## src/rtl/conv_addr_gen.sv

```systemverilog
`default_nettype none
// ============================================================================
// Module      : conv_addr_gen
// Description : 3x3 "valid" convolution window address generator. Emits the
//               nine input-pixel addresses per output pixel, one per handshake.
//               Build option CONV_STRIDE2_EN steps the output grid by 2.
// Revision    : 1.0 - initial release
// ============================================================================
module conv_addr_gen #(
    parameter int ADDR_W = 12,
    parameter int IMG_W  = 64,
    parameter int IMG_H  = 64
) (
    input  logic              clk,
    input  logic              rst_n,
    input  logic              start,
    input  logic [ADDR_W-1:0] base_addr,
    output logic [ADDR_W-1:0] addr_out,
    output logic              addr_valid,
    input  logic              addr_ready,
    output logic [3:0]        tap,
    output logic              last_tap,
    output logic              last_pixel,
    output logic              busy,
    output logic              done
);

`ifdef CONV_STRIDE2_EN
    localparam int C_STEP = 2;
`else
    localparam int C_STEP = 1;
`endif

    localparam int C_DIM_MAX = (IMG_W > IMG_H) ? IMG_W : IMG_H;
    localparam int C_CW      = $clog2(C_DIM_MAX) + 1;

    // Final output row/column on the stride grid
    localparam logic [C_CW-1:0] C_R_LAST = C_CW'(((IMG_H - 3) / C_STEP) * C_STEP);
    localparam logic [C_CW-1:0] C_C_LAST = C_CW'(((IMG_W - 3) / C_STEP) * C_STEP);
    localparam logic [C_CW-1:0] C_STEP_V = C_CW'(C_STEP);

    typedef enum logic [1:0] {
        ST_IDLE = 2'd0,
        ST_RUN  = 2'd1,
        ST_DONE = 2'd2
    } state_t;

    state_t            r_state;
    state_t            w_state_nxt;

    logic [ADDR_W-1:0] r_base;
    logic [ADDR_W-1:0] w_base_nxt;
    logic [C_CW-1:0]   r_row;
    logic [C_CW-1:0]   r_col;
    logic [C_CW-1:0]   w_row_nxt;
    logic [C_CW-1:0]   w_col_nxt;
    logic [1:0]        r_kr;
    logic [1:0]        r_kc;
    logic [1:0]        w_kr_nxt;
    logic [1:0]        w_kc_nxt;

    logic [ADDR_W-1:0] r_addr_out;
    logic              r_valid;
    logic [3:0]        r_tap;
    logic              r_last_tap;
    logic              r_last_pixel;
    logic              r_busy;
    logic              r_done;

    logic [ADDR_W-1:0] w_addr_nxt;
    logic              w_valid_nxt;
    logic [3:0]        w_tap_nxt;
    logic              w_last_tap_nxt;
    logic              w_last_pixel_nxt;
    logic              w_busy_nxt;
    logic              w_done_nxt;

    logic              w_fire;
    logic              w_load;
    logic [C_CW-1:0]   w_row_sum;
    logic [C_CW-1:0]   w_col_sum;
    logic [ADDR_W-1:0] w_offset;

    always_ff @(posedge clk or negedge rst_n) begin
        if (!rst_n) begin
            r_state <= ST_IDLE;
        end else begin
            r_state <= w_state_nxt;
        end
    end

    always_comb begin
        w_state_nxt      = r_state;
        w_base_nxt       = r_base;
        w_row_nxt        = r_row;
        w_col_nxt        = r_col;
        w_kr_nxt         = r_kr;
        w_kc_nxt         = r_kc;
        w_valid_nxt      = r_valid;
        w_busy_nxt       = r_busy;
        w_done_nxt       = 1'b0;
        w_addr_nxt       = r_addr_out;
        w_tap_nxt        = r_tap;
        w_last_tap_nxt   = r_last_tap;
        w_last_pixel_nxt = r_last_pixel;
        w_load           = 1'b0;
        w_fire           = r_valid && addr_ready;

        case (r_state)
            ST_IDLE: begin
                if (start) begin
                    w_state_nxt = ST_RUN;
                    w_base_nxt  = base_addr;
                    w_row_nxt   = '0;
                    w_col_nxt   = '0;
                    w_kr_nxt    = 2'd0;
                    w_kc_nxt    = 2'd0;
                    w_valid_nxt = 1'b1;
                    w_busy_nxt  = 1'b1;
                    w_load      = 1'b1;
                end
            end
            ST_RUN: begin
                if (w_fire) begin
                    if (r_last_tap && r_last_pixel) begin
                        w_state_nxt = ST_DONE;
                        w_valid_nxt = 1'b0;
                        w_busy_nxt  = 1'b0;
                        w_done_nxt  = 1'b1;
                    end else begin
                        // Odometer: kc fastest, then kr, then c, then r
                        w_load = 1'b1;
                        if (r_kc != 2'd2) begin
                            w_kc_nxt = r_kc + 2'd1;
                        end else begin
                            w_kc_nxt = 2'd0;
                            if (r_kr != 2'd2) begin
                                w_kr_nxt = r_kr + 2'd1;
                            end else begin
                                w_kr_nxt = 2'd0;
                                if (r_col != C_C_LAST) begin
                                    w_col_nxt = r_col + C_STEP_V;
                                end else begin
                                    w_col_nxt = '0;
                                    w_row_nxt = r_row + C_STEP_V;
                                end
                            end
                        end
                    end
                end
            end
            ST_DONE: begin
                w_state_nxt = ST_IDLE;
            end
            default: begin
                w_state_nxt = ST_IDLE;
            end
        endcase

        // Address of the upcoming window element; wraps modulo 2^ADDR_W
        w_row_sum = w_row_nxt + C_CW'(w_kr_nxt);
        w_col_sum = w_col_nxt + C_CW'(w_kc_nxt);
        w_offset  = ADDR_W'(32'(w_row_sum) * 32'(IMG_W) + 32'(w_col_sum));

        if (w_load) begin
            w_addr_nxt       = w_base_nxt + w_offset;
            w_tap_nxt        = {2'b00, w_kr_nxt} * 4'd3 + {2'b00, w_kc_nxt};
            w_last_tap_nxt   = (w_kr_nxt == 2'd2) && (w_kc_nxt == 2'd2);
            w_last_pixel_nxt = (w_row_nxt == C_R_LAST) && (w_col_nxt == C_C_LAST);
        end
    end

    always_ff @(posedge clk or negedge rst_n) begin
        if (!rst_n) begin
            r_base       <= '0;
            r_row        <= '0;
            r_col        <= '0;
            r_kr         <= 2'd0;
            r_kc         <= 2'd0;
            r_addr_out   <= '0;
            r_valid      <= 1'b0;
            r_tap        <= 4'd0;
            r_last_tap   <= 1'b0;
            r_last_pixel <= 1'b0;
            r_busy       <= 1'b0;
            r_done       <= 1'b0;
        end else begin
            r_base       <= w_base_nxt;
            r_row        <= w_row_nxt;
            r_col        <= w_col_nxt;
            r_kr         <= w_kr_nxt;
            r_kc         <= w_kc_nxt;
            r_addr_out   <= w_addr_nxt;
            r_valid      <= w_valid_nxt;
            r_tap        <= w_tap_nxt;
            r_last_tap   <= w_last_tap_nxt;
            r_last_pixel <= w_last_pixel_nxt;
            r_busy       <= w_busy_nxt;
            r_done       <= w_done_nxt;
        end
    end

    assign addr_out   = r_addr_out;
    assign addr_valid = r_valid;
    assign tap        = r_tap;
    assign last_tap   = r_last_tap;
    assign last_pixel = r_last_pixel;
    assign busy       = r_busy;
    assign done       = r_done;

endmodule
`default_nettype wire
```

## config.mk

```make
export PLATFORM = sky130hd
export DESIGN_NAME = conv_addr_gen
export DESIGN_NICKNAME = d
export VERILOG_FILES = /design/src/rtl/conv_addr_gen.sv
export SDC_FILE = /design/constraint.sdc
export NUM_CORES = 1
export LEC_CHECK = 0
export CORE_ASPECT_RATIO = 1.4
export CORE_MARGIN = 2
export CORE_UTILIZATION = 61
export DETAILED_ROUTE_END_ITERATION = 12
export HOLD_SLACK_MARGIN = 0.1
export PLACE_DENSITY = 0.9
export SLEW_MARGIN = 5
export SYNTH_ARGS = -nofsm -noshare
export SYNTH_HDL_FRONTEND = slang
export SYNTH_SLANG_ARGS = --single-unit
```

## constraint.sdc

```tcl
create_clock -name clk -period 12.7 [get_ports clk]
set_clock_uncertainty 0.05 [all_clocks]
set_input_delay 2.54 -clock clk [delete_from_list [all_inputs] [get_ports clk]]
set_output_delay 2.54 -clock clk [all_outputs]
set_load 0.01 [all_outputs]
```

==> results of run 1 <==
state kept, by name, indices dropped and copies added (netlist names):
register    cells
addr_out       12
busy            1
done            1
last_pixel      1
last_tap        1
r_base         12
r_col           7
r_kc            2
r_kr            2
r_row           7
r_state         2
tap             4
metal layers:
layer  GRT usage  up-vias  part of all wire
met2       0.480       67              0.51
met4       0.163        0             0.045
met1       0.316     1252              0.41
met5           0        -                 0
li1            -     1231                 -
met3      0.0378       26             0.036
area by class of cell:
type / count / area, µm² / share of cell area
flip-flops and latches: 52 / 1300 / 0.353
repair buffers: 38 / 370 / 0.100
well taps: 66 / 82.6 / 0.0224
multi-input cells: 249 / 1760 / 0.477
inverters: 21 / 78.8 / 0.0214
clock buffers: 6 / 82.6 / 0.0224
clock inverters: 2 / 13.8 / 0.00373
synth_stat cells (2+ instances only):
library cell / instances / share of area
clkbuf_1: 8 / 0.0094
o21ai_0: 20 / 0.031
dfrtp_1: 52 / 0.41
nand2_1: 64 / 0.075
o31a_1: 2 / 0.0055
xor2_1: 8 / 0.022
a21o_1: 4 / 0.0094
o41ai_1: 3 / 0.0082
or4b_1: 2 / 0.0063
nand4_1: 2 / 0.0039
nand3_1: 10 / 0.016
mux2_2: 8 / 0.028
ha_1: 30 / 0.12
nor2_1: 13 / 0.015
a22o_1: 3 / 0.0082
a21oi_1: 14 / 0.022
inv_1: 21 / 0.025
or4_1: 2 / 0.0047
or3_1: 2 / 0.0039
a31oi_1: 4 / 0.0078
and2_1: 2 / 0.0039
nor3_1: 10 / 0.016
xnor2_1: 11 / 0.030
fa_1: 6 / 0.038
buf_2: 2 / 0.0031
nor4_1: 3 / 0.0059
o21bai_1: 5 / 0.012
o311ai_0: 2 / 0.0055
worst max path at each step:
stage,from,end,slack (ps),cells past startpoint
floorplan,addr_ready,addr_out[11],6230,18
global placement,addr_ready,addr_out[11],5450,19
detailed placement,addr_ready,addr_out[11],5190,19
CTS,addr_ready,addr_out[11],5440,19
global route,addr_ready,addr_out[11],5130,19
finish,addr_ready,addr_out[11],5390,19
cell families after synthesis:
logic type / Yosys count
xor gates and xnor gates: 19
muxes: 9
buffers and inverters: 32
AOI/OAI and AO/OA: 68
adders and majority gates: 36
DFF: 52
and+or+nand+nor: 117
power by group through the flow:
stage | registers [mW] | logic [mW] | clock network (mW)
detailed placement | 0.226 | 0.235 | 0
CTS | 0.224 | 0.238 | 0.102
floorplan | 0.232 | 0.131 | 0
global placement | 0.224 | 0.219 | 0
finish | 0.224 | 0.236 | 0.101
global route | 0.228 | 0.264 | 0.111
through the flow:
step / util / area (µm²) / cells / power [mW]
3_3_place_gp: 0.702 / 3590 / 426 / 0.443
4_1_cts: 0.721 / 3690 / 434 / 0.563
2_1_floorplan: - / 3190 / 333 / 0.363
3_5_place_dp: 0.702 / 3590 / 426 / 0.461
5_1_grt: 0.721 / 3690 / 434 / 0.603
6_report: 0.721 / 3690 / 434 / 0.561
critical path: stages:
cell,delay (ps)
clkdlybuf4s50_1,450
nand2_1,130
nor3_1,680
o21ai_0,230
a21o_1,260
ha_1,220
fa_1,420
xor2_1,200
ha_1,350
inv_1,60
fa_1,460
inv_1,70
a21oi_1,70
o21bai_1,230
a21oi_1,130
o21a_1,200
o41ai_1,440
nand3_1,130
a31oi_1,210
==> flow_metrics.tcl, run 1 <==
set metrics [dict create \
    grt_first_pass_wirelength_um 12000 \
    drt_pass1_iterations 5 \
    finalCritPeriodShare 0.576 \
    clock-sinks 52 \
    seqPwrFrac 0.399 \
    wirelength_um 7240 \
    synthMuxAreaShare 0.0314 \
    ff2ff_path_depth 18 \
    dieWidth_um 65.1 \
    ctsResizeCount 0 \
    ys_async_sr_fraction 1.00 \
    rows 31 \
    holdWs_ps 437 \
    cap_viol_max_count 0 \
    die_y_um 89.6 \
    drive_gt1_frac 0.0652 \
    syn_area_um2 3190 \
    cts_tree "done" \
    path_clk_slew_ps 100 \
    synth-xor-area-share 0.0522 \
    final_common_cell "nand2_1" \
    critPathLaunchType "input port" \
    finalCriticalPeriod_ps 7310 \
    area_delta_synth_final_pct 15.7 \
    r2r_end "addr_out[11]" \
    dieArea_um2 5830 \
    finalHoldViolCount 0 \
    ys_seq_elements 52 \
    max_freq_mhz 137 \
    holdPathStages 2 \
    worst_hold_startpoint "r_base[1]" \
    dp_hpwl_um 5310 \
    io_pins 37 \
    synthSimpleGateAreaFrac 0.169 \
    whs_endpoint "r_base[1]" \
    fillers 377 \
    grt_overflow_total 0 \
    fin_nets 419 \
    synth_top_family_by_area "simple AND/OR/NAND/NOR gates" \
    final.setup.tns_ps 0 \
    htreeDepth 2 \
    drtAntennaViolNets 0 \
    fin_ws_ps 5390 \
    end_kind "flop" \
    comb_power_share 0.421 \
    drc 0 \
    synth_compound_area_frac 0.144 \
    rrSetupSlack_ps 7610 \
    ys_seq_area_frac 0.408 \
    synth_enable_flop_cells 0 \
    numCtsBuffers 5 \
    final_cell_mix "nand2_1, dfrtp_1, clkdlybuf4s50_1" \
    power.internal_mw 0.361 \
    cp.required_ps 12880 \
    postCtsSetupBuffers 0 \
    p_leak_nw 1.73 \
    clkPwrFrac 0.180 \
    ys_warn_count 0 \
    syn_avg_cell_area_um2 9.58 \
    synth_fa_ha_area_frac 0.155 \
    antenna_found_initial 0 \
    timing.rr.start "last_tap" \
    relSlewSlack 0.202 \
    drt_iter0_drc 122 \
    power.switching_fraction 0.356 \
    crit_arrival_ps 7490 \
    cts_hold_buf 0 \
    min_path_type "reg2reg" \
    status "finished, final reports clean" \
    slew_viol_final 0 \
    wire_per_inst_um 16.7 \
    core_um2 5120 \
    dp_slack_ps 5190 \
    p_sw_mw 0.200 \
    syn_inst 333 \
    cts_root_buf "clkbuf_8" \
    diodes 0 \
    grt_pass1_vias 2637 \
    io_buffers 36 \
    rsz0062_at_grt "no" \
    track_usage 0.272 \
    vias 2576 \
    synth_fp_nets 385 \
    setup_viol 0 \
    grt_max_degree 53 \
    synth_flop_cell "dfrtp_1" \
    cts_max_path_buffers 2 \
    clock_latency_ps 310 \
    vdd_drop_max_mv 0.133 \
    start_util 0.623 \
    powerDensity_nw_per_um2 152 \
    critPathKind "in2reg" \
    routed_via_density 5.94 \
    critical_path_peak_fanout 8 \
    gp_congestion 0.874 \
    worst_pin_slew_ps 1190 \
    ys_types 48 \
]
Note: power is estimated with default switching activity, not from simulation.
==> run 2: changes to the inputs <==
--- a/config.mk
+++ b/config.mk
@@ -7,10 +7,10 @@
 export LEC_CHECK = 0
 export CORE_ASPECT_RATIO = 1.4
 export CORE_MARGIN = 2
-export CORE_UTILIZATION = 61
+export CORE_UTILIZATION = 56
 export DETAILED_ROUTE_END_ITERATION = 12
 export HOLD_SLACK_MARGIN = 0.1
-export PLACE_DENSITY = 0.9
+export PLACE_DENSITY = 0.84
 export SLEW_MARGIN = 5
 export SYNTH_ARGS = -nofsm -noshare
 export SYNTH_HDL_FRONTEND = slang
==> constraint.sdc (replaced) <==
create_clock -name clk -period 7.3 [get_ports clk]
set_clock_uncertainty 0.05 [all_clocks]
set_input_delay 1.46 -clock clk [delete_from_list [all_inputs] [get_ports clk]]
set_output_delay 1.46 -clock clk [all_outputs]
set_load 0.01 [all_outputs]
==> run 2 against run 1 <==
First-iteration DRC count up 89%. Flip-flop and latch count unchanged. Worst hold slack worse by 1.2 ps. Routed wire length down 5.6%. Critical path depth down 2. Largest cell class unchanged. Cell area up 0.31%. Sequential power up 72%. Highest routed layer unchanged.
==> flow_metrics.tcl, run 2 (synthesis results as in run 1) <==
set metrics [dict create \
    max_freq_mhz 168 \
    seqPwrFrac 0.403 \
    track_usage 0.246 \
    route.met3.wl_um 230 \
    relSlewSlack 0.221 \
    gp_congestion 0.872 \
    drt_pass1_iterations 4 \
    grt_max_degree 53 \
    power.switching_fraction 0.350 \
    start_util 0.577 \
    drt-met1-wl_um 2930 \
    htreeDepth 2 \
    crit_family "compound AO/OA/AOI/OAI gates" \
    powerDensity_nw_per_um2 259 \
    postCtsSetupBuffers 0 \
    grt_first_pass_wirelength_um 11800 \
    clock-sinks 52 \
    vdd_drop_max_mv 0.187 \
    io_pins 37 \
    final_cell_mix "nand2_1, dfrtp_1, clkdlybuf4s50_1" \
    status "finished, final reports clean" \
    cts_hold_buf 0 \
    final_common_cell "nand2_1" \
    finalCritPeriodShare 0.816 \
    io_buffers 36 \
    cp.required_ps 7480 \
    area_delta_synth_final_pct 16.1 \
    wl_met2_um 3570 \
    p_leak_nw 1.73 \
    antenna_found_initial 0 \
    worst_pin_slew_ps 1160 \
    p_sw_mw 0.335 \
    finalHoldViolCount 0 \
    top_layer "met4" \
    slew_viol_final 0 \
    power.internal_mw 0.624 \
    cp_slowest_cell "o41ai_1" \
    wire_per_inst_um 15.6 \
    ctsResizeCount 0 \
    drc 0 \
    cts_max_path_buffers 2 \
    critPathLaunchType "input port" \
    place_area_um2 3600 \
    crit_arrival_ps 6140 \
    crit_chain "clkdlybuf4s50_1 -> nand2_1 -> or3_1 -> o41ai_1 -> fa_1 -> ha_1 -> ha_1 -> inv_1 -> fa_1 -> inv_1 -> a21oi_1 -> o21bai_1 -> a21oi_1 -> o21a_1 -> o41ai_1 -> nand3_1 -> a31oi_1" \
    core_um2 5530 \
    wirelength_um 6830 \
    path_buf_inv 3 \
    critPathKind "in2reg" \
    slowest_delay_ps 730 \
    holdWs_ps 435 \
    end_kind "flop" \
    setup_viol 0 \
    rows 32 \
    final_area_um2 3700 \
    drive_gt1_frac 0.0678 \
    min_path_type "reg2reg" \
    critical_path_peak_fanout 7 \
    diodes 0 \
    dp_hpwl_um 5170 \
    vias 2573 \
    path_clk_slew_ps 90 \
    drtAntennaViolNets 0 \
    rsz0062_at_grt "no" \
    grt_overflow_total 0 \
    grt_pass1_vias 2607 \
    numCtsBuffers 5 \
    die_y_um 93.3 \
    clock_latency_ps 300 \
    fillers 429 \
    fin_nets 420 \
    cts_tree "done" \
    dieWidth_um 67.8 \
    dieArea_um2 6320 \
    routed_via_density 5.89 \
    clkPwrFrac 0.181 \
    cts_root_buf "clkbuf_8" \
    comb_power_share 0.417 \
    finalCriticalPeriod_ps 5960 \
    final.setup.tns_ps 0 \
    cap_viol_max_count 0 \
    drt_iter0_drc 230 \
]
==> run 2: cell count changes in the layout (fill, tap and decap cells not counted), sizes merged <==
cell,before,now
clkinvlp,0,2
buf,3,4
clkinv,1,0
inv,22,21
==> run 2: worst paths after layout <==
kind	start	slack, ps	endpoint	cells after the start
worst max-delay path	addr_ready	1340	addr_out[11]	17
worst min-delay path	addr_out[2]	440	addr_out[2]	2
worst max register to register	r_state[1]	2420	addr_out[11]	19
worst min register to register	addr_out[2]	440	addr_out[2]	2
max in group asynchronous	rst_n	5540	r_kr[0]	2
min in group asynchronous	rst_n	1210	addr_out[5]	2
==> run 2: layer usage <==
metal / vias up / global-route usage
met1: 1256 / 0.316
met4: 0 / 0.103
li1: 1235 / -
met2: 72 / 0.413
met5: - / 0
met3: 10 / 0.0289
==> run 2: worst reg2reg max path: stages (launching register included) <==
cell,delay [ps]
dfrtp_1,410
nand2b_1,360
or3_1,530
nor3_1,170
a21oi_1,60
nor2_1,260
ha_1,240
fa_1,420
ha_1,290
ha_1,170
inv_1,60
fa_1,400
inv_1,70
a21oi_1,60
o21bai_1,190
a21oi_1,120
o21a_1,190
o41ai_1,410
nand3_1,140
a31oi_1,190
==> run 2: power by group through the flow <==
stage,logic [mW],clock network [mW],registers (mW)
2_1_floorplan,0.228,0,0.404
3_3_place_gp,0.386,0,0.389
3_5_place_dp,0.404,0,0.392
4_1_cts,0.406,0.176,0.386
5_1_grt,0.453,0.189,0.393
6_report,0.400,0.173,0.386
==> run 2: stage by stage <==
step	setup WS [ps]	power, mW	cells	util
floorplan	1910	0.632	333	-
finish	1340	0.959	437	0.670
global placement	1260	0.775	429	0.652
CTS	1360	0.968	437	0.670
detailed placement	1040	0.796	429	0.652
global route	1000	1.04	437	0.670
==> run 2: layout make-up <==
type | count | area (µm²) | share of cell area
multi-input cells | 249 | 1760 | 0.476
flip-flops and latches | 52 | 1300 | 0.351
repair buffers | 39 | 378 | 0.102
well taps | 68 | 85.1 | 0.0230
clock buffers | 6 | 82.6 | 0.0223
inverters | 21 | 78.8 | 0.0213
clock inverters | 2 | 15.0 | 0.00406
==> run 3: changes to the inputs <==
--- a/config.mk
+++ b/config.mk
@@ -7,10 +7,10 @@
 export LEC_CHECK = 0
 export CORE_ASPECT_RATIO = 1.4
 export CORE_MARGIN = 2
-export CORE_UTILIZATION = 56
+export CORE_UTILIZATION = 51
 export DETAILED_ROUTE_END_ITERATION = 12
 export HOLD_SLACK_MARGIN = 0.1
-export PLACE_DENSITY = 0.84
+export PLACE_DENSITY = 0.81
 export SLEW_MARGIN = 5
 export SYNTH_ARGS = -nofsm -noshare
 export SYNTH_HDL_FRONTEND = slang
==> constraint.sdc (replaced) <==
create_clock -name clk -period 5.1 [get_ports clk]
set_clock_uncertainty 0.05 [all_clocks]
set_input_delay 1.02 -clock clk [delete_from_list [all_inputs] [get_ports clk]]
set_output_delay 1.02 -clock clk [all_outputs]
set_load 0.01 [all_outputs]
==> run 3 against run 2 <==
Flip-flop and latch count unchanged. Cell count up 8.5%. Die area up 9.3%. Critical endpoint unchanged. Clock-buffer cell count down 1. Cell area up 8.4%. Global-route usage down 1.3 points. Total power up 55%.
==> flow_metrics.tcl, run 3 (synthesis results as in run 1) <==
set metrics [dict create \
    status "finished, final reports clean" \
    vdd_drop_max_mv 0.286 \
    drive_gt1_frac 0.169 \
    grt_first_pass_wirelength_um 12900 \
    fin_nets 453 \
    gp_congestion 0.908 \
    drt_pass1_iterations 4 \
    cts_root_buf "clkbuf_8" \
    grt_pass1_vias 2786 \
    fillers 499 \
    finalHoldViolCount 0 \
    finalCritPeriodShare 0.983 \
    numCtsBuffers 5 \
    critical_path_peak_fanout 6 \
    cts_max_path_buffers 2 \
    critPathKind "in2reg" \
    setup_viol 0 \
    finalCriticalPeriod_ps 5010 \
    powerDensity_nw_per_um2 369 \
    io_buffers 36 \
    path_clk_slew_ps 100 \
    critPathLaunchType "input port" \
    area_delta_synth_final_pct 25.9 \
    track_usage 0.233 \
    fin_ws_ps 85.1 \
    htreeDepth 2 \
    cp.required_ps 5280 \
    final_cell_mix "nand2_1, dfrtp_1, buf_4" \
    grt_max_degree 53 \
    core_um2 6130 \
    cap_viol_max_count 0 \
    relSlewSlack 0.477 \
    drtAntennaViolNets 0 \
    p_leak_nw 1.92 \
    diodes 0 \
    io_pins 37 \
    clock_latency_ps 320 \
    wirelength_um 7720 \
    drt_iter0_drc 291 \
    dieWidth_um 70.8 \
    antenna_found_initial 0 \
    drc 0 \
    dieArea_um2 6910 \
    max_freq_mhz 199 \
    wire_per_inst_um 16.3 \
    crit_arrival_ps 5200 \
    grt_overflow_total 0 \
    die_y_um 97.6 \
    worst_pin_slew_ps 784 \
    total_power_mw 1.48 \
    rows 34 \
    dp_slack_ps -391 \
    dp_hpwl_um 5680 \
    min_path_type "reg2reg" \
    end_kind "flop" \
    final_common_cell "nand2_1" \
    routed_via_density 5.77 \
    cts_tree "done" \
    slew_viol_final 0 \
    start_util 0.521 \
    vias 2735 \
    clock-sinks 52 \
]
run 3: worst paths after layout:
| path | startpoint | endpoint | slack (ps) | cells past startpoint |
|---|---|---|---|---|
| worst max-delay path | addr_ready | addr_out[11] | 90 | 20 |
| worst min-delay path | r_base[0] | r_base[0] | 440 | 2 |
| worst max register to register | r_col[0] | addr_out[11] | 600 | 19 |
| worst min register to register | r_base[0] | r_base[0] | 440 | 2 |
| max in group asynchronous | rst_n | r_col[1] | 3810 | 2 |
| min in group asynchronous | rst_n | addr_out[0] | 760 | 2 |
run 3: cell type report:
class | instances | area, µm² | area share
multi-input cells | 249 | 1830 | 0.455
clock buffers | 5 | 68.8 | 0.0171
repair buffers | 72 | 626 | 0.156
flip-flops and latches | 52 | 1300 | 0.324
well taps | 72 | 90.1 | 0.0224
inverters | 21 | 78.8 | 0.0196
clock inverters | 3 | 23.8 | 0.00592
run 3: report_power, final:
| part | leakage, nW | switching (mW) | internal, mW |
|---|---|---|---|
| registers | 0.665 | 0.0565 | 0.500 |
| logic | 1.22 | 0.327 | 0.355 |
| clock network | 0.0404 | 0.147 | 0.0975 |
| total | 1.92 | 0.530 | 0.953 |
run 3: timing repair:
action,in CTS,in global routing
gates resized for setup,1,10
endpoints found under the setup margin,1,5
setup buffers,0,1
pin swaps,0,4
hold buffers,0,0
run 3: through the flow:
step | instance area (µm²) | utilization | cells | setup TNS (ps) | hold WS (ps)
finish | 4010 | 0.655 | 474 | 0 | 445
global route | 4010 | 0.655 | 474 | -183 | 468
CTS | 3950 | 0.645 | 473 | 0 | 444
detailed placement | 3850 | 0.628 | 465 | -1060 | 422
global placement | 3850 | 0.628 | 465 | -453 | 413
floorplan | 3190 | - | 333 | 0 | 396
run 3: layer usage:
layer	part of all wire	routed length, µm	vias up	GRT usage
met5	0	0	-	0
met4	0.035	274	0	0.116
met3	0.022	172	20	0.0259
met2	0.55	4220	58	0.410
met1	0.40	3060	1357	0.276
li1	-	-	1300	-
run 3: critical path, cell delays in order:
cell             delay, ps
clkdlybuf4s50_1        470
nand2_2                 80
or3_4                  400
buf_4                  180
nor4_4                 120
a21o_1                 160
ha_2                   210
fa_1                   410
ha_1                   290
ha_2                   180
inv_1                   50
fa_1                   370
inv_1                   60
a21oi_1                 60
o21bai_1               190
a21oi_1                110
o21a_1                 250
o41ai_4                250
nand3_1                140
a31oi_1                200
